**config.mk**
```make
export PLATFORM = sky130hd
export DESIGN_NAME = mem_port_arbiter
export DESIGN_NICKNAME = d
export VERILOG_FILES = /design/src/rtl/mem_port_arbiter.sv
export SDC_FILE = /design/constraint.sdc
export NUM_CORES = 1
export LEC_CHECK = 0
export CELL_PAD_IN_SITES_DETAIL_PLACEMENT = 1
export CELL_PAD_IN_SITES_GLOBAL_PLACEMENT = 2
export CORE_ASPECT_RATIO = 0.5
export CORE_MARGIN = 2
export CORE_UTILIZATION = 19
export DETAILED_ROUTE_END_ITERATION = 8
export GPL_TIMING_DRIVEN = 0
export PLACE_DENSITY = 0.93
export SLEW_MARGIN = 30
export SYNTH_ARGS = -nofsm -noshare
export SYNTH_HDL_FRONTEND = slang
export SYNTH_SLANG_ARGS = --single-unit
```
**constraint.sdc**
```tcl
create_clock -name clk -period 2.4 [get_ports clk]
set_input_delay 0.48 -clock clk [delete_from_list [all_inputs] [get_ports clk]]
set_output_delay 0.48 -clock clk [all_outputs]
set_load 0.01 [all_outputs]
```
**src/rtl/mem_port_arbiter.sv**
```systemverilog
// Fetch / load-store arbiter onto one memory port, one transaction in flight.
// Define ARB_ROUND_ROBIN_EN for alternating priority; default: load-store wins.
module mem_port_arbiter #(
   parameter int ADDR_W = 32,
   parameter int DATA_W = 32
) (
   input  logic                clk,
   input  logic                reset,
   input  logic                if_req_i,
   input  logic [ADDR_W-1:0]   if_addr_i,
   output logic                if_gnt_o,
   output logic                if_rvalid_o,
   output logic [DATA_W-1:0]   if_rdata_o,
   input  logic                ls_req_i,
   input  logic                ls_we_i,
   input  logic [ADDR_W-1:0]   ls_addr_i,
   input  logic [DATA_W/8-1:0] ls_be_i,
   input  logic [DATA_W-1:0]   ls_wdata_i,
   output logic                ls_gnt_o,
   output logic                ls_rvalid_o,
   output logic [DATA_W-1:0]   ls_rdata_o,
   output logic                mem_req_o,
   output logic                mem_we_o,
   output logic [ADDR_W-1:0]   mem_addr_o,
   output logic [DATA_W/8-1:0] mem_be_o,
   output logic [DATA_W-1:0]   mem_wdata_o,
   input  logic                mem_gnt_i,
   input  logic                mem_rvalid_i,
   input  logic [DATA_W-1:0]   mem_rdata_i,
   output logic                busy_o,
   output logic                owner_o
);

   typedef enum logic [1:0] {
      IDLE,
      ISSUE,
      WAIT
   } state_t;

   state_t state_q, state_d;
   logic   owner_q;
   logic   any_req;
   logic   win_ls;
   logic   accept;
   logic   deliver;

   // Gating with reset keeps gnt quiet while reset is held low.
   assign any_req = (if_req_i | ls_req_i) & reset;

`ifdef ARB_ROUND_ROBIN_EN
   logic last_ls_q;

   assign win_ls = ls_req_i & (~if_req_i | ~last_ls_q);

   always_ff @(posedge clk or negedge reset) begin
      if (!reset)
         last_ls_q <= 1'b1;
      else if (accept)
         last_ls_q <= win_ls;
   end
`else
   assign win_ls = ls_req_i;
`endif

   always_comb begin
      state_d = state_q;
      accept  = 1'b0;
      deliver = 1'b0;
      unique case (state_q)
         IDLE: begin
            if (any_req) begin
               accept  = 1'b1;
               state_d = ISSUE;
            end
         end
         ISSUE: begin
            if (mem_gnt_i) begin
               if (mem_rvalid_i) begin
                  deliver = 1'b1;
                  state_d = IDLE;
               end else begin
                  state_d = WAIT;
               end
            end
         end
         WAIT: begin
            if (mem_rvalid_i) begin
               deliver = 1'b1;
               state_d = IDLE;
            end
         end
         default: state_d = IDLE;
      endcase
   end

   always_ff @(posedge clk or negedge reset) begin
      if (!reset) begin
         state_q     <= IDLE;
         owner_q     <= 1'b0;
         mem_we_o    <= 1'b0;
         mem_addr_o  <= '0;
         mem_be_o    <= '0;
         mem_wdata_o <= '0;
      end else begin
         state_q <= state_d;
         if (accept) begin
            owner_q     <= win_ls;
            mem_we_o    <= win_ls & ls_we_i;
            mem_addr_o  <= win_ls ? ls_addr_i : if_addr_i;
            mem_be_o    <= win_ls ? ls_be_i : '1;
            mem_wdata_o <= win_ls ? ls_wdata_i : '0;
         end
      end
   end

   assign if_gnt_o    = accept & ~win_ls;
   assign ls_gnt_o    = accept & win_ls;
   assign if_rvalid_o = deliver & ~owner_q;
   assign ls_rvalid_o = deliver & owner_q;
   assign if_rdata_o  = mem_rdata_i;
   assign ls_rdata_o  = mem_rdata_i;
   assign mem_req_o   = (state_q == ISSUE);
   assign busy_o      = (state_q != IDLE);
   assign owner_o     = owner_q;

endmodule

```
# Word level (Yosys, flattened, before mapping)
# Index checks and enable logic that the tools add are counted.
[totals]
out_inout_bits = 140
inputBits = 139
wordCells = 36
ff_bits = 72
[classes]
n_eq_ne = 5
mux = 13
reduce_logical = 3
bitwise_logic = 9
[op_table]
columns = ["cell", "n"]
rows = [
  ["2-to-1 mux 32 bit", 2],
  ["2-to-1 mux 2 bit", 4],
  ["bitwise AND 1 bit", 6],
  ["case mux 2 bit (3 select lines)", 1],
  ["2-to-1 mux 1 bit", 4],
  ["2-to-1 mux 4 bit", 1],
  ["inequality test 2 bit (second input constant)", 2],
  ["AND reduction 3 bit", 1],
  ["== test 2 x 1 -> 1 bit (second input constant)", 1],
  ["== test 2 bit (second input constant)", 1],
  ["logical NOT 2 bit", 1],
  ["inequality test 2 x 1 -> 1 bit (second input constant)", 1],
  ["NOT 1 bit", 2],
  ["case mux 1 bit (2 select lines)", 1],
  ["nonzero test 2 bit", 1],
  ["OR 1 bit", 1],
]

# Depth between registers and ports, before layout
[depth]
ltp_word = 5
depth_mapped = 7
depth_no_buf = 5

# Least setup slack after synthesis
# OpenSTA, ideal clock, no wires.
[synth_timing]
kind = "input-to-output"
startpoint = "in ls_req_i"
endpoint = "out if_gnt_o"
slack_ps = 629
stages = 5
path_buffers = 3
t_required_ps = 1920
arrival_ps = 1291
path_cell_list = "buf_4 -> o211ai_2 -> buf_2 -> buf_2 -> nor2_1"
[synth_between]
elab_chain_len = 5
elab_cells_between_ends = 6
cone_classes = "mux: 2; bitwise: 4"
[synth_rtl]
columns = ["element", "line", "text"]
rows = [
  ["from (decl)", "14", "input logic ls_req_i,"],
  ["OR 1 bit", "48", "assign any_req = (if_req_i | ls_req_i) & reset;"],
  ["bitwise AND 1 bit", "48", ""],
  ["2-to-1 mux 1 bit", "71", "if (any_req) begin"],
  ["2-to-1 mux 1 bit", "69", "unique case (state_q)"],
  ["bitwise AND 1 bit *", "116", "assign if_gnt_o = accept & ~win_ls;"],
  ["to (decl)", "11", "output logic if_gnt_o,"],
]
# Mark *: on every way between the ends. The rest lies on a longest branch, timed or not.

# Worst setup path after layout
[layout_timing]
startpoint = "reg state_q[0]"
endpoint = "out ls_gnt_o"
[layout_between]
elab_chain_len = 3
[layout_rtl]
columns = ["element", "line", "text"]
rows = [
  ["from (decl)", "40", "state_t state_q, state_d;"],
  ["from (signal assigned)", "105", "state_q <= state_d;"],
  ["logical NOT 2 bit", "69", ""],
  ["2-to-1 mux 1 bit", "69", ""],
  ["bitwise AND 1 bit", "117", "assign ls_gnt_o = accept & win_ls;"],
  ["to (decl)", "19", "output logic ls_gnt_o,"],
]
# Every way passes these cells.

==> impl_metrics.env <==
export IMPL_dp_area_sq_um=6430
export IMPL_critical_path_top_delay_family="buffers and inverters"
export IMPL_average_footprint_of_a_synthesized_cell_sq_um=9.35
export IMPL_fin_area_sq_um=6830
export IMPL_die_y_um=102
export IMPL_cts_htree_levels=3
export IMPL_min_period_over_period_pct=93.5
export IMPL_drcViolationCount=0
export IMPL_synth_compound_area_share_pct=10.7
export IMPL_regToRegEndpoint="state_q[0]$_DFFE_PN0P_"
export IMPL_yosys_area_share_simple_pct=12.1
export IMPL_initial_core_utilization_pct=19.5
export IMPL_core_area_sq_um=18600
export IMPL_synth_net_count=531
export IMPL_drtAntennaViolNets=0
export IMPL_cts_max_path_buffers=2
export IMPL_critPathCaptureType="output pin"
export IMPL_synth_lib_cells_used_distinct=20
export IMPL_gp_congestion=0.736
export IMPL_cp_required_ps=1920
export IMPL_drv_max_cap_violation_count=0
export IMPL_r2r_cells=4
export IMPL_port_buffer_count=245
export IMPL_cts_buffers=9
export IMPL_clock_sinks=72
export IMPL_hold_path_class="primary input to asynchronous set/reset pin"
export IMPL_synth_top_family_by_area="buffers and inverters"
export IMPL_peak_fanout_along_the_critical_path=4
export IMPL_drtPass1Iterations=4
export IMPL_final_common_cell="clkdlybuf4s50_1"
export IMPL_slew_headroom_pct=43.0
export IMPL_detail_route_wl_per_cell_um=16.0
export IMPL_post_synth_top_area_cell="dfrtp_1"
export IMPL_grt_pass1_wl_um=21600
export IMPL_crit_path_start_kind="flop"
export IMPL_num_nets_final=793
export IMPL_design_die_area_sq_um=20300
export IMPL_post_synth_xor_area_fraction_pct=0
export IMPL_grt_setup_unrepaired="false"
export IMPL_period_needed_ps=2250
export IMPL_yosys_register_bits=72
export IMPL_timing_final_max_slew_violations=0
export IMPL_synthToLayoutAreaGrowth_pct=88.5
export IMPL_antenna_found_initial=0
export IMPL_clk_insertion_delay_late_ps=330
export IMPL_worstReg2RegStart="state_q[0]$_DFFE_PN0P_"
export IMPL_r2r_slack_ps=750
export IMPL_grt_pass1_vias=4057
export IMPL_antenna_cells=0
export IMPL_floorplan_io_pins=279
export IMPL_dpl_hpwl_um=11700
export IMPL_cp_arrival_ps=1770
export IMPL_worst_setup_path_type="flop to output pin"
export IMPL_crit_chain="inv_2 > ha_4 > and3_1 > clkdlybuf4s50_1"
export IMPL_critical_path_slowest_cell="clkdlybuf4s50_1"
export IMPL_synth_sequential_area_ratio_pct=49.7
export IMPL_report_final_hold_viol_count=0
export IMPL_setup_viol=0
export IMPL_drt_initial_drc_count=72
export IMPL_synth_mux_area_fraction_pct=9.42
export IMPL_finalPower_uw=6410
export IMPL_globalRouteTotalUtil_pct=14.0
export IMPL_global_route_overflow_total=0
export IMPL_synth_top_area_share_pct=49.7
export IMPL_fp_row_count=35
export IMPL_grt_max_degree=28
export IMPL_critical_path_max_stage_delay_ps=580
export IMPL_post_synth_inst_count=388
export IMPL_clkTransAtPathRegs_ps=60
export IMPL_post_synth_main_area_contributors="dfrtp_1, buf_4, nand2_1"
export IMPL_post_route_cells_drive_above_1_share_pct=16.0
export IMPL_synth_fa_ha_area_share_pct=1.38
export IMPL_fmaxAchievable_mhz=445
export IMPL_synth_area_sq_um=3630
export IMPL_final_clock_skew_ps=4.09
export IMPL_worstMarginPinSlew_ps=852
export IMPL_vdd_ir_drop_worst_v=0.000411
export IMPL_power_density_nw_per_um2=937
export IMPL_outcome="complete, no violations"
export IMPL_routed_via_count=3614
export IMPL_p_leak_uw=0.00305
export IMPL_detailed_route_vias_per_instance=3.95
export IMPL_critical_path_n_buffers_inverters=2
export IMPL_mostFrequentLayoutCells="clkdlybuf4s50_1, nand2_1, dfrtp_1"
export IMPL_clock_root_buffer="clkbuf_16"
export IMPL_tritoncts="built"
export IMPL_fp_dieW_um=199
export IMPL_synth_warning_count=0
export IMPL_drt_wl_total_um=14600
[flip-flops by register name, summed over array words and instances (netlist names)]
name and flops:
mem_be_o 4, mem_wdata_o 32, mem_addr_o 32, owner_o 1
mem_we_o 1, state_q 2
[final cells by class]
type,count,area (sq um)
Buffer,86,588
Clock buffer,11,253
Clock inverter,5,55.1
Fill cell,2161,11700
Inverter,5,18.8
Multi-Input combinational cell,224,1230
Sequential cell,72,1800
Tap cell,259,324
Timing Repair Buffer,252,2560
[synthesized netlist by cell type]
master	count
a21o_1	1
a21oi_1	1
a222oi_1	1
and3_1	1
buf_2	13
buf_4	65
clkbuf_1	9
dfrtp_1	72
ha_1	4
inv_1	5
mux2_1	1
mux2i_1	33
nand2_1	104
nor2_1	1
nor2b_1	4
nor3_1	1
nor3b_1	1
o211ai_2	1
o21ai_1	69
o21ai_2	1
[stage by stage]
| step | hold WS, ps | TNS (ps) | utilization (%) | worst slack [ps] | cells |
|---|---|---|---|---|---|
| after global placement | 469 | -337750 | 34.5 | -3470 | 892 |
| after global routing | 95.5 | 0 | 36.8 | 44.1 | 914 |
| after detailed placement | 361 | -460 | 34.6 | -460 | 893 |
| after floorplan | 184 | 0 | - | 629 | 388 |
| after CTS | 86.6 | -96.4 | 36.7 | -96.4 | 911 |
| final | 86.4 | 0 | 36.8 | 155 | 914 |
[report_power, final]
group | internal, uW | switching, uW
logic | 1640 | 1330
clock network | 858 | 524
registers | 1760 | 299
[what timing repair did]
| item | CTS | global route |
|---|---|---|
| gates cloned | 1 | 0 |
| hold buffers | 2 | 0 |
| buffers inserted | 0 | 3 |
| endpoints found under the hold margin | 16 | 0 |
| setup endpoints to repair | 3 | 2 |
| gates resized for setup | 9 | 2 |
[logic make-up after synthesis]
| kind of cell | after synthesis |
|---|---|
| fa+ha+maj | 4 |
| simple gates | 112 |
| buf+inv | 92 |
| mux | 34 |
| flops | 72 |
| compound gates | 74 |
[worst max-delay path by stage]
stage / start / endpoint / slack [ps] / depth (start not counted)
floorplan: ls_req_i / if_gnt_o / 630 / 5
global placement: reset / if_gnt_o / -3470 / 6
detailed placement: reset / if_gnt_o / -460 / 7
CTS: if_req_i / if_gnt_o / -100 / 5
global route: state_q[1]$_DFFE_PN0P_ / ls_rvalid_o / 40 / 5
finish: state_q[0]$_DFFE_PN0P_ / ls_gnt_o / 150 / 4
[metal layers]
metal	track usage [%]	share of wire [%]
met2	27.9	57
met5	0	0
met1	15.0	38
met4	5.19	2.8
met3	2.23	3.0
Power figures use the tool's default switching activity.
